==> config.mk <==
export PLATFORM = sky130hd
export DESIGN_NAME = mips_ifid_pipe
export DESIGN_NICKNAME = d
export VERILOG_FILES = /design/src/rtl/mips_ifid_pipe.sv
export SDC_FILE = /design/constraint.sdc
export NUM_CORES = 1
export LEC_CHECK = 0
export BUFFER_PORTS_ARGS = -buffer_cell sky130_fd_sc_hd__buf_2
export CORE_MARGIN = 8
export CORE_UTILIZATION = 42
export DETAILED_ROUTE_END_ITERATION = 12
export HOLD_SLACK_MARGIN = 0.05
export PLACE_DENSITY = 0.86
export SYNTH_ARGS = -nofsm -noshare
export SYNTH_HDL_FRONTEND = slang
export SYNTH_SLANG_ARGS = --single-unit
==> constraint.sdc <==
create_clock -name clk -period 1.95 [get_ports clk]
set_input_delay 0.195 -clock clk [delete_from_list [all_inputs] [get_ports clk]]
set_output_delay 0.195 -clock clk [all_outputs]
set_load 0.01 [all_outputs]
==> src/rtl/mips_ifid_pipe.sv <==
// rtl/mips_ifid_pipe.sv - IF->ID pipeline register with load-use hazard detection, flush kill and perf counters
`ifndef MIPS_INST_WIDTH
`define MIPS_INST_WIDTH 32
`endif
`ifndef MIPS_ADDR_WIDTH
`define MIPS_ADDR_WIDTH 32
`endif
`ifndef MIPS_RFIDX_WIDTH
`define MIPS_RFIDX_WIDTH 5
`endif

module mips_ifid_pipe #(
   parameter logic [`MIPS_INST_WIDTH-1:0] NOP_INST  = 32'h0000_0000,
   parameter int unsigned                 FLUSH_CYC = 1,
   parameter int unsigned                 CNT_W     = 16
) (
   input  logic                          clk,
   input  logic                          rst,
   input  logic [`MIPS_INST_WIDTH-1:0]   if2id_inst,
   input  logic [`MIPS_ADDR_WIDTH-1:0]   if2id_pc_incr,
   input  logic                          if2id_prdt_taken,
   input  logic [`MIPS_RFIDX_WIDTH-1:0]  if2id_rs_idx,
   input  logic [`MIPS_RFIDX_WIDTH-1:0]  if2id_rt_idx,
   input  logic                          ext_stall,
   input  logic                          ex_flush,
   input  logic                          idex_mem_read,
   input  logic [`MIPS_RFIDX_WIDTH-1:0]  idex_rt_idx,
   output logic                          id_valid,
   output logic [`MIPS_INST_WIDTH-1:0]   id_inst,
   output logic [`MIPS_ADDR_WIDTH-1:0]   id_pc_incr,
   output logic                          id_prdt_taken,
   output logic [`MIPS_RFIDX_WIDTH-1:0]  id_rs_idx,
   output logic [`MIPS_RFIDX_WIDTH-1:0]  id_rt_idx,
   output logic                          if_stall,
   output logic                          id_bubble,
   output logic [CNT_W-1:0]              perf_stall_cnt,
   output logic [CNT_W-1:0]              perf_flush_cnt
);
   typedef enum logic {ST_RUN = 1'b0, ST_FLUSH = 1'b1} state_t;
   typedef enum logic [2:0] {ACT_ADVANCE, ACT_FLUSH, ACT_KILL, ACT_FREEZE, ACT_HAZARD} act_t;

   localparam logic [2:0]       KILL_INIT = 3'(FLUSH_CYC - 1);
   localparam logic [CNT_W-1:0] CNT_ONE   = CNT_W'(1);

   state_t     state, state_nxt;
   logic [2:0] kill_cnt, kill_cnt_nxt;
   act_t       act;
   logic       load_use;

   assign load_use = id_valid & idex_mem_read & (idex_rt_idx != '0) &
                     ((id_rs_idx == idex_rt_idx) | (id_rt_idx == idex_rt_idx));

   always_ff @(posedge clk) begin
      if (rst) begin
         state    <= ST_RUN;
         kill_cnt <= '0;
      end else begin
         state    <= state_nxt;
         kill_cnt <= kill_cnt_nxt;
      end
   end

   // kill_cnt counts the NOP cycles still owed after the current one
   always_comb begin
      state_nxt    = state;
      kill_cnt_nxt = kill_cnt;
      case (act)
         ACT_FLUSH: begin
            kill_cnt_nxt = KILL_INIT;
            state_nxt    = (FLUSH_CYC > 1) ? ST_FLUSH : ST_RUN;
         end
         ACT_KILL: begin
            kill_cnt_nxt = (kill_cnt == 3'd0) ? 3'd0 : kill_cnt - 3'd1;
            state_nxt    = (kill_cnt <= 3'd1) ? ST_RUN : ST_FLUSH;
         end
         default: ;
      endcase
   end

   always_comb begin
      act       = ACT_ADVANCE;
      if_stall  = 1'b0;
      id_bubble = 1'b0;
      if (!rst) begin
         if (ex_flush) begin
            act = ACT_FLUSH;
         end else if (state == ST_FLUSH && !ext_stall) begin
            act = ACT_KILL;
         end else if (ext_stall) begin
            act      = ACT_FREEZE;
            if_stall = 1'b1;
         end else if (load_use) begin
            act       = ACT_HAZARD;
            if_stall  = 1'b1;
            id_bubble = 1'b1;
         end
      end
   end

   always_ff @(posedge clk) begin
      if (rst) begin
         id_valid      <= 1'b0;
         id_inst       <= NOP_INST;
         id_pc_incr    <= '0;
         id_prdt_taken <= 1'b0;
         id_rs_idx     <= '0;
         id_rt_idx     <= '0;
      end else begin
         case (act)
            ACT_FLUSH, ACT_KILL: begin
               id_valid      <= 1'b0;
               id_inst       <= NOP_INST;
               id_pc_incr    <= '0;
               id_prdt_taken <= 1'b0;
               id_rs_idx     <= '0;
               id_rt_idx     <= '0;
            end
            ACT_ADVANCE: begin
               id_valid      <= 1'b1;
               id_inst       <= if2id_inst;
               id_pc_incr    <= if2id_pc_incr;
               id_prdt_taken <= if2id_prdt_taken;
               id_rs_idx     <= if2id_rs_idx;
               id_rt_idx     <= if2id_rt_idx;
            end
            default: ;
         endcase
      end
   end

   always_ff @(posedge clk) begin
      if (rst) begin
         perf_stall_cnt <= '0;
         perf_flush_cnt <= '0;
      end else begin
         if (if_stall && perf_stall_cnt != '1)
            perf_stall_cnt <= perf_stall_cnt + CNT_ONE;
         if (act == ACT_FLUSH && perf_flush_cnt != '1)
            perf_flush_cnt <= perf_flush_cnt + CNT_ONE;
      end
   end
endmodule

==> impl_results.md, run 1 <==
* Total Power Consumption at 4.28 mW
* PnR worst setup slack at 0.00526 ns
* Routed wire length at 15.2 mm
* Hold slack at 0.0854 ns
* Pin count of the biggest net entering global routing at 51
* Fin util at 0.682
* Final nets at 783
* Vias in the first global route at 4,608
* TritonCTS clock tree: yes
* LEAKAGE at 3.08 nW
* CP arrival at 2.25 ns
* Placed Area at 0.00547 mm²
* Seq/Total Area, Yosys at 0.535
* Reg2Reg Capture Point: perf_stall_cnt[7]$_SDFFE_PP0P_
* Post-route cell area at 0.00664 mm²
* Wire per inst at 18.3 µm
* Mapped Area at 0.00419 mm²
* VDD IR max at 0.414 mV
* Critical path endpoint category: flip-flop
* Crit path kind: reg2reg
* Initial antenna violation count at 1
* Critical path startpoint category: flip-flop
* Yosys warning total at 0
* HP Class: in2reg
* H-tree depth at 3
* Final setup violation count at 0
* Syn Area/Cell at 10.5 µm²
* Syn nets at 489
* Share of cells above drive strength 1 at 0.396
* FMAX at 514 MHz
* GRT overflow at 0
* Worst Path Buf+Inv at 1
* Vias per inst at 5.29
* Reg2Reg Launch Point: id_rs_idx[4]$_SDFFE_PP0P_
* DR vias at 4,408
* Multi-input gate area at 0.00188 mm²
* Critical path depth at 7
* Req. time, crit path at 2.26 ns
* Buffers on Ports at 194
* Tmin final at 1.94 ns
* Final Max Slew Viols at 0
* Clock Tree Buf Depth at 2
* Chip Width at 116 µm
* Crit-path cells: xor2_1, nor3_2, a22oi_2, o21a_4, buf_12, or4_1, a21oi_2
* Max-cap viol count at 0
* Worst slew pin tran at 0.402 ns
* First-pass GRT wire length at 22.7 mm
* Layout Area Growth over Synthesis at 58.4%
* Final hold viol count at 0
* # DRC at 0
* Final TNS setup at 0 ns
* Top Family by Delay on Critical Path: simple AND/OR/NAND/NOR gates
* CP Max Fanout at 17
* Ys async rst share at 0
* Synth Register Bits at 112
* Placed Instances at 732
* # IOs at 195
* CTS root buffer: clkbuf_8
* Layout filler cell count at 723
* CTS Buf Count at 9
* Netlist cell types at 41
* Clock sink total at 112
* Rows at 36
* Setup crit start: id_rs_idx[4]$_SDFFE_PP0P_
* GRT Total Usage at 0.211
* Storage element area at 0.00225 mm²
* CP endpoint: perf_stall_cnt[7]$_SDFFE_PP0P_
* Slowest stage cell on the critical path: or4_1
* Final non-filler cell total at 834
* Post-Syn Instances at 400
* Worst slack at placement at -0.0844 ns
* Die area at 0.0134 mm²
* Pwr Density at 645 mW/mm²
* RSZ-0062 raised after global routing: yes
* Floorplan core area at 0.00973 mm²
* Main flop type after synthesis: dfxtp_1
* Final period utilization at 0.997
* GP Congestion at 0.801
* Status: finished clean
* Post-synth EDFFs at 0
* 1st-pass router iterations at 4
* Final Skew at 0.00714 ns
* Initial drt markers at 258
* Reg2reg setup slack at 0.005 ns
* Initial Util at 0.431
* Worst slew margin at 0.728
* Post-DP HPWL at 9.31 mm
* Clk_lat worst skew at 0.37 ns
* Worst path max stage delay at 0.53 ns
* Die Y at 116 µm
* Antenna Nets Post-Route at 0
* Reg clk slew, reported paths at 0.10 ns
* Reg2reg path depth at 7
[layout by cell type, fill, tap and decap left out, types with 4 or more instances in the layout]
cell / synthesis / final
nor3_1: 11 / 8
dfxtp_1: 112 / 106
nor2_1: 22 / 22
or3_1: 6 / 6
xnor2_1: 6 / 6
o21ai_0: 7 / 7
or4_1: 8 / 6
o41ai_1: 4 / 4
clkbuf_8: 0 / 12
buf_4: 0 / 32
dfxtp_2: 0 / 6
buf_2: 10 / 193
a21oi_1: 17 / 14
inv_1: 6 / 6
and3_1: 6 / 5
nand3_1: 15 / 15
nand4_1: 6 / 6
nor2b_1: 4 / 4
o31ai_1: 6 / 6
xor2_1: 14 / 14
ha_1: 4 / 4
nand2_1: 18 / 18
dlygate4sd3_1: 0 / 74
a22o_1: 75 / 75
[routing by layer]
layer / track usage / vias to the layer above / routed length [µm] / part of all wire
met5: 0 / - / 0 / 0
li1: - / 2084 / - / -
met2: 0.365 / 194 / 7760 / 0.51
met3: 0.0599 / 37 / 1120 / 0.074
met4: 0.107 / 0 / 424 / 0.028
met1: 0.232 / 2093 / 5930 / 0.39
[what timing repair did]
item                                    in CTS  in global routing
gates cloned                                 1                  2
gates resized for setup                     11                 22
pin swaps                                    8                  9
hold endpoints to repair                    73                  1
endpoints found under the setup margin      12                 81
buffers inserted                             5                  2
hold buffers                                73                  1
[area by class of cell]
class                           instances  area share
Sequential cell                       112       0.339
Timing Repair Buffer                  307       0.318
Multi-Input combinational cell        257       0.283
Tap cell                              133      0.0251
Clock buffer                           12      0.0249
Clock inverter                          4     0.00509
Inverter                                7     0.00471
Antenna cell                            2    0.000754
[power by group]
group / switching [mW] / leakage [nW] / internal [mW] / total (mW)
clock network: 0.792 / 0.0996 / 0.583 / 1.38
registers: 0.0375 / 0.912 / 2.34 / 2.38
logic: 0.230 / 2.07 / 0.292 / 0.522
total: 1.06 / 3.08 / 3.22 / 4.28
[cell families (layout without fill, tap and decap cells)]
group,count (synthesis),in the layout,share of synthesized area
compound gates,120,120,0.228
flops,112,112,0.535
simple gates,108,108,0.136
buf+inv,31,330,0.0343
xor+xnor,20,20,0.0418
mux,5,5,0.0125
fa+ha+maj,4,4,0.0119
other cells,0,2,0
[registers in the layout, indices dropped and copies added (netlist names)]
| signal | flops |
|---|---|
| id_rs_idx | 5 |
| perf_flush_cnt | 16 |
| id_pc_incr | 32 |
| state | 1 |
| kill_cnt | 3 |
| id_inst | 32 |
| id_rt_idx | 5 |
| id_valid | 1 |
| id_prdt_taken | 1 |
| perf_stall_cnt | 16 |
[how the worst min path moves through the flow]
stage | from | end | slack, ns | cells after the start
2_1_floorplan | if2id_pc_incr[0] | id_pc_incr[0]$_SDFFE_PP0P_ | 0.32 | 1
3_3_place_gp | if2id_pc_incr[27] | id_pc_incr[27]$_SDFFE_PP0P_ | 0.40 | 2
3_5_place_dp | if2id_pc_incr[11] | id_pc_incr[11]$_SDFFE_PP0P_ | 0.41 | 2
4_1_cts | if2id_pc_incr[26] | id_pc_incr[26]$_SDFFE_PP0P_ | 0.06 | 2
5_1_grt | if2id_rs_idx[1] | id_rs_idx[1]$_SDFFE_PP0P_ | 0.06 | 2
6_report | if2id_rs_idx[1] | id_rs_idx[1]$_SDFFE_PP0P_ | 0.09 | 2
[cell usage after synthesis, types with 2 or more instances]
cell        n  area [µm²]
ha_1        4        50.1
a21oi_1    17        85.1
mux2i_1     3        30.0
inv_1       6        22.5
nand4_1     6        37.5
xnor2_1     6        52.6
o311ai_0    3        26.3
nor2_1     22        82.6
buf_2      10        50.1
and2_1      3        18.8
dfxtp_1   112        2240
or4_1       8        60.1
xor2_1     14         123
nor2b_1     4        25.0
o41ai_1     4        35.0
o21ai_0     7        35.0
or2_2       2        12.5
buf_6       2        22.5
clkbuf_1   11        41.3
a22o_1     75         657
and3_1      6        37.5
nor3_1     11        55.1
nand3_1    15        75.1
mux2_2      2        22.5
nand2_1    18        67.6
o211ai_1    2        15.0
nor4_1      3        18.8
o31ai_1     6        45.0
or3_1       6        37.5
Note: power is estimated with default switching activity, not from simulation.
==> inputs of run 2 (changes only) <==
--- a/config.mk
+++ b/config.mk
@@ -10,7 +10,8 @@
 export CORE_UTILIZATION = 42
 export DETAILED_ROUTE_END_ITERATION = 12
 export HOLD_SLACK_MARGIN = 0.05
-export PLACE_DENSITY = 0.86
+export PLACE_DENSITY = 0.81
+export RECOVER_POWER = 100
 export SYNTH_ARGS = -nofsm -noshare
 export SYNTH_HDL_FRONTEND = slang
 export SYNTH_SLANG_ARGS = --single-unit
==> run 2 against run 1 <==
Against the previous run: the flow now finishes with violations (DRC, setup timing); die area unchanged; global-route usage up 1.9 points; critical path type is now reg2out; non-clock buffer count is 9 higher; first-iteration DRC count fell by 8.5%; largest cell class unchanged; utilization increased by 2.6 points; routed wire length grew 12%; total power increased by 0.46%; cell count grew 1.3%.
==> impl_results.md, run 2 (synthesis results as in run 1) <==
* Status: complete, but fails checks
* Failing checks: DRC, setup timing
* Clock power share at 0.312 (-0.009)
* Initial drt markers at 236 (-8.5%)
* Worst slack at placement at -0.127 ns (-0.0426 ns)
* Final hold viol count at 0 (unchanged)
* Final Max Slew Viols at 0 (unchanged)
* Final nets at 794 (+1.4%)
* Floorplan core area at 0.00973 mm² (unchanged)
* Final period utilization at 1.06 (+0.0602)
* # IOs at 195 (unchanged)
* Switch share at 0.262 (+0.0145)
* RSZ-0062 raised after global routing: yes
* VDD IR max at 0.476 mV (+15%)
* Critical path startpoint category: flip-flop
* Hold slack at 0.0915 ns (+0.00610 ns)
* Final Skew at 0.0134 ns (+0.00627 ns)
* Sw power at 1.13 mW (+6.3%)
* Rows at 36 (unchanged)
* Placed Instances at 737 (+0.68%)
* First-pass GRT wire length at 24.4 mm (+7.4%)
* Post-DP HPWL at 9.69 mm (+4.0%)
* Reg2Reg Launch Point: id_rs_idx[0]$_SDFFE_PP0P_
* TritonCTS clock tree: yes
* CP Max Fanout at 3 (-14)
* FMAX at 485 MHz (-5.7%)
* GP Congestion at 0.812 (+1.4%)
* Worst slew pin tran at 0.458 ns (+0.0554 ns)
* Biggest regs: id_inst (32), id_pc_incr (32)
* Worst Min Path Start: if2id_rt_idx[2]
* Die Y at 116 µm (unchanged)
* Buffers on Ports at 194 (unchanged)
* Crit path kind: reg2out
* Clock sink total at 112 (unchanged)
* Fin util at 0.708 (+0.0260)
* CTS root buffer: clkbuf_8
* Pwr Density at 624 mW/mm² (-3.2%)
* CP most frequent cell: nor3_4
* Max-cap viol count at 0 (unchanged)
* Critical path endpoint category: primary output
* Final setup violation count at 83 (+83)
* H-tree depth at 3 (unchanged)
* CP arrival at 1.87 ns (-0.38 ns)
* Tmin final at 2.06 ns (+0.117 ns)
* Worst path max stage delay at 0.38 ns (-0.15 ns)
* Slowest stage cell on the critical path: dfxtp_4
* Crit-path cells: xor2_4, nor3_4, a22oi_2, buf_4, buf_6, nor3_4, buf_2
* Most frequent cells in the layout: buf_2, dfxtp_1, a22o_1
* Routed wire length at 17.1 mm (+12%)
* Setup crit start: id_rs_idx[0]$_SDFFE_PP0P_
* Initial antenna violation count at 0 (-1)
* 1st-pass router iterations at 9 (+5)
* Pin count of the biggest net entering global routing at 40 (-22%)
* Commonest non-fill, non-tap cell in the layout: buf_2
* Clk_lat worst skew at 0.37 ns (about the same)
* Clock Tree Buf Depth at 2 (unchanged)
* Chip Width at 116 µm (unchanged)
* CTS Buf Count at 9 (unchanged)
* Die area at 0.0134 mm² (unchanged)
* Reg clk slew, reported paths at 0.11 ns (about the same)
* Logic pwr share at 0.133 (+0.011)
* Power Internal at 3.17 mW (-1.5%)
* Final non-filler cell total at 845 (+1.3%)
* Vias per inst at 5.46 (+3.3%)
* LEAKAGE at 3.01 nW (-2.3%)
* Share of cells above drive strength 1 at 0.373 (-0.0230)
* Wire per inst at 20.2 µm (+11%)
* Vias in the first global route at 4,804 (+4.3%)
* DR vias at 4,612 (+4.6%)
* Seq pwr share at 0.555 (-0.002)
* GRT Total Usage at 0.230 (+0.0187)
* Layout Area Growth over Synthesis at 64.4%
* HP Class: in2reg
* Req. time, crit path at 1.75 ns (-0.51 ns)
* Total Power Consumption at 4.30 mW (+0.46%)
* Initial Util at 0.431 (unchanged)
* Antenna Nets Post-Route at 0 (unchanged)
* GRT overflow at 0 (unchanged)
* PnR worst setup slack at -0.112 ns (-0.117 ns)
* # DRC at 2 (+2)
* Worst slew margin at 0.695 (-0.0335)
## run 2: cell count changes in the layout (fill, tap and decap cells not counted), moves of 4 or more
| cell | before | now |
|---|---|---|
| a21oi_1 | 14 | 9 |
| or4_1 | 6 | 2 |
| buf_2 | 193 | 150 |
| clkbuf_1 | 0 | 43 |
| buf_6 | 2 | 8 |
| a21oi_2 | 3 | 8 |
| or4_4 | 2 | 6 |
## run 2: final timing paths
kind / end / slack, ns / cells after the start
min: id_rt_idx[2]$_SDFFE_PP0P_ / 0.09 / 2
max reg2reg: id_rt_idx[1]$_SDFFE_PP0P_ / -0.08 / 10
min reg2reg: id_inst[23]$_SDFFE_PP0P_ / 0.49 / 1
max: id_bubble / -0.11 / 7
## run 2: power by group through the flow
stage                     clock network, mW  logic (mW)  registers (mW)
after global routing                   1.47       0.608            2.39
after CTS                              1.36       0.510            2.38
after floorplan                           0       0.128            2.45
after detailed placement                  0       0.362            2.43
after global placement                    0       0.348            2.43
final                                  1.34       0.574            2.39
## run 2: critical path, delay by kind of cell (launching register included)
family,cells,cell delay [ns]
DFF,1,0.38
xor gates and xnor gates,1,0.16
AOI/OAI and AO/OA,1,0.13
buffers and inverters,3,0.46
and+or+nand+nor,2,0.34
## run 2: repair_timing
action | CTS | global route
pin swaps | 19 | 16
hold buffers | 72 | 0
endpoints found under the hold margin | 72 | 0
gates resized for setup | 29 | 43
setup buffers | 6 | 4
setup endpoints to repair | 86 | 99
gates cloned | 2 | 6
## run 2: layer usage
layer | global-route usage | routed length [µm]
met4 | 0.139 | 765
met5 | 0 | 0
met3 | 0.0532 | 1130
met2 | 0.412 | 8910
met1 | 0.239 | 6300
## run 2: final cells by class
| class | count | area, µm² |
|---|---|---|
| diodes | 2 | 5.00 |
| clock buffers | 10 | 138 |
| clock inverters | 6 | 48.8 |
| fillers | 697 | 2840 |
| inverters | 7 | 33.8 |
| multi-input cells | 259 | 2030 |
| flip-flops and latches | 112 | 2260 |
| well taps | 133 | 166 |
| repair buffers | 316 | 2210 |
## run 2: per-stage QoR
| stage | instance area (µm²) | TNS, ns |
|---|---|---|
| 2_1_floorplan | 4190 | 0 |
| 3_3_place_gp | 5510 | -0.714 |
| 3_5_place_dp | 5510 | -5.17 |
| 4_1_cts | 6620 | -0.00972 |
| 5_1_grt | 6890 | -8.35 |
| 6_report | 6890 | -2.91 |
==> inputs of run 3 (changes only) <==
--- a/config.mk
+++ b/config.mk
@@ -12,6 +12,7 @@
 export HOLD_SLACK_MARGIN = 0.05
 export PLACE_DENSITY = 0.81
 export RECOVER_POWER = 100
+export REMOVE_ABC_BUFFERS = 1
 export SYNTH_ARGS = -nofsm -noshare
 export SYNTH_HDL_FRONTEND = slang
 export SYNTH_SLANG_ARGS = --single-unit
==> run 3 against run 2 <==
Against the previous run: the run ends with setup timing left; global-route usage about the same; total power decreased by 0.98%; worst hold slack got worse by 0.028 ns; clock power about the same; fmax increased by 5.4%; via count decreased by 1.9%; cell count decreased by 1.1%; critical endpoint is now perf_stall_cnt[11]$_SDFFE_PP0P_; largest power group unchanged.
==> impl_results.md, run 3 (synthesis results as in run 1) <==
* Worst slack at placement at -0.178 ns (-0.0508 ns)
* Clk_lat worst skew at 0.38 ns (about the same)
* Post-DP HPWL at 9.65 mm (-0.41%)
* PnR worst setup slack at -0.00721 ns (+0.105 ns)
* FMAX at 511 MHz (+5.4%)
* Pwr Density at 643 mW/mm² (+3.1%)
* Commonest non-fill, non-tap cell in the layout: dfxtp_1
* CP arrival at 2.26 ns (+0.39 ns)
* DR vias at 4,525 (-1.9%)
* Failing checks: setup timing
* GRT overflow at 0 (unchanged)
* RSZ-0062 raised after global routing: yes
* Worst Path Buf+Inv at 1 (-2)
* Worst path max stage delay at 0.51 ns (+0.13 ns)
* Worst slew pin tran at 0.497 ns (+0.0396 ns)
* HP Class: in2reg
* Vias in the first global route at 4,733 (-1.5%)
* Die area at 0.0134 mm² (unchanged)
* VDD IR max at 0.452 mV (-5.1%)
* First-pass GRT wire length at 24.1 mm (-1.1%)
* Initial Util at 0.431 (unchanged)
* CTS root buffer: clkbuf_8
* Worst slew margin at 0.666 (-0.0289)
* Final Max Slew Viols at 0 (unchanged)
* Req. time, crit path at 2.25 ns (+0.50 ns)
* Clock Tree Buf Depth at 2 (unchanged)
* GRT Total Usage at 0.230 (about the same)
* # DRC at 0 (-2)
* CP Max Fanout at 12 (+9)
* Placed Instances at 726 (-1.5%)
* Total Power Consumption at 4.26 mW (-0.98%)
* Biggest regs: id_inst (32), id_pc_incr (32)
* Chip Width at 116 µm (unchanged)
* Top Family by Delay on Critical Path: simple AND/OR/NAND/NOR gates
* Final period utilization at 1.00 (-0.0538)
* Tmin final at 1.96 ns (-0.105 ns)
* Fin util at 0.680 (-0.0279)
* Layout filler cell count at 793 (+14%)
* Final hold viol count at 0 (unchanged)
* Reg clk slew, reported paths at 0.11 ns (about the same)
* Final non-filler cell total at 836 (-1.1%)
* 1st-pass router iterations at 5 (-4)
* Routed wire length at 16.2 mm (-5.3%)
* Buffers on Ports at 194 (unchanged)
* Hold slack at 0.0636 ns (-0.0279 ns)
* Status: complete, but fails checks
* Max-cap viol count at 0 (unchanged)
* # IOs at 195 (unchanged)
* Critical path endpoint category: flip-flop
* Crit-path cells: xor2_2, nor3_2, a22oi_2, o21a_4, buf_8, or4_4, a21oi_1
* Final setup violation count at 1 (-99%)
* Floorplan core area at 0.00973 mm² (unchanged)
* GP Congestion at 0.788 (-3.0%)
* Initial drt markers at 282 (+19%)
* Crit path kind: reg2reg
* H-tree depth at 3 (unchanged)
* Antenna Nets Post-Route at 0 (unchanged)
* Final Skew at 0.0154 ns (+0.00201 ns)
* Critical path startpoint category: flip-flop
* Vias per inst at 5.41 (-0.83%)
* Slowest stage cell on the critical path: or4_4
* Multi-input gate area at 0.00194 mm² (-4.4%)
* Clock sink total at 112 (unchanged)
* Rows at 36 (unchanged)
* Wire per inst at 19.4 µm (-4.2%)
* Pin count of the biggest net entering global routing at 60 (+50%)
* Layout Area Growth over Synthesis at 58.0%
* Most frequent cells in the layout: dfxtp_1, buf_2, clkbuf_1
* LEAKAGE at 2.68 nW (-11%)
* Final nets at 784 (-1.3%)
* Storage element area at 0.00226 mm² (+0.22%)
* Share of cells above drive strength 1 at 0.273 (-0.100)
* Initial antenna violation count at 3 (+3)
* CTS Buf Count at 9 (unchanged)
* Die Y at 116 µm (unchanged)
* TritonCTS clock tree: yes
run 3: changes by cell type in the layout (fill, tap and decap cells not counted), sizes merged:
cell / delta
o21a: -1
clkinv: -1
clkbuf: +53
bufbuf: +1
buf: -64
dlygate4sd3: +2
diode: +1
clkinvlp: +3
inv: -3
run 3: layout make-up:
cell class	instances	share of cell area
flip-flops and latches	112	0.342
repair buffers	307	0.305
multi-input cells	258	0.294
well taps	133	0.0251
clock buffers	11	0.0229
clock inverters	5	0.00605
inverters	7	0.00473
diodes	3	0.00113
run 3: worst paths after layout:
kind / start / endpoint / slack (ns) / cells past startpoint
worst max-delay path: id_rs_idx[2]$_SDFFE_PP0P_ / perf_stall_cnt[11]$_SDFFE_PP0P_ / -0.007 / 7
worst min register to register: id_pc_incr[7]$_SDFFE_PP0P_ / id_pc_incr[7]$_SDFFE_PP0P_ / 0.49 / 1
worst min-delay path: if2id_rt_idx[3] / id_rt_idx[3]$_SDFFE_PP0P_ / 0.06 / 2
worst max register to register: id_rs_idx[2]$_SDFFE_PP0P_ / perf_stall_cnt[11]$_SDFFE_PP0P_ / -0.007 / 7
run 3: timing repair:
| action | 4_1_cts | 5_1_grt |
|---|---|---|
| cloned | 3 | 3 |
| endpoints found under the hold margin | 74 | 0 |
| hold buffers | 74 | 0 |
| buffers inserted | 7 | 4 |
| resized for setup | 14 | 38 |
| pin swaps | 5 | 13 |
| endpoints found under the setup margin | 89 | 87 |
run 3: per-stage QoR:
step           area [µm²]  setup TNS (ns)
6_report             6620        -0.00721
3_5_place_dp         5420           -9.17
3_3_place_gp         5420           -3.38
5_1_grt              6620           -1.84
4_1_cts              6530               0
2_1_floorplan        4070         -184.52
run 3: power breakdown:
group / internal [mW] / switching (mW)
Combinational: 0.290 / 0.242
Clock: 0.542 / 0.799
Sequential: 2.34 / 0.0422
Total: 3.17 / 1.08
run 3: per-layer routing:
metal	wire, µm	global-route usage
met5	0	0
met4	562	0.118
met3	1480	0.0928
met2	8350	0.400
met1	5810	0.233
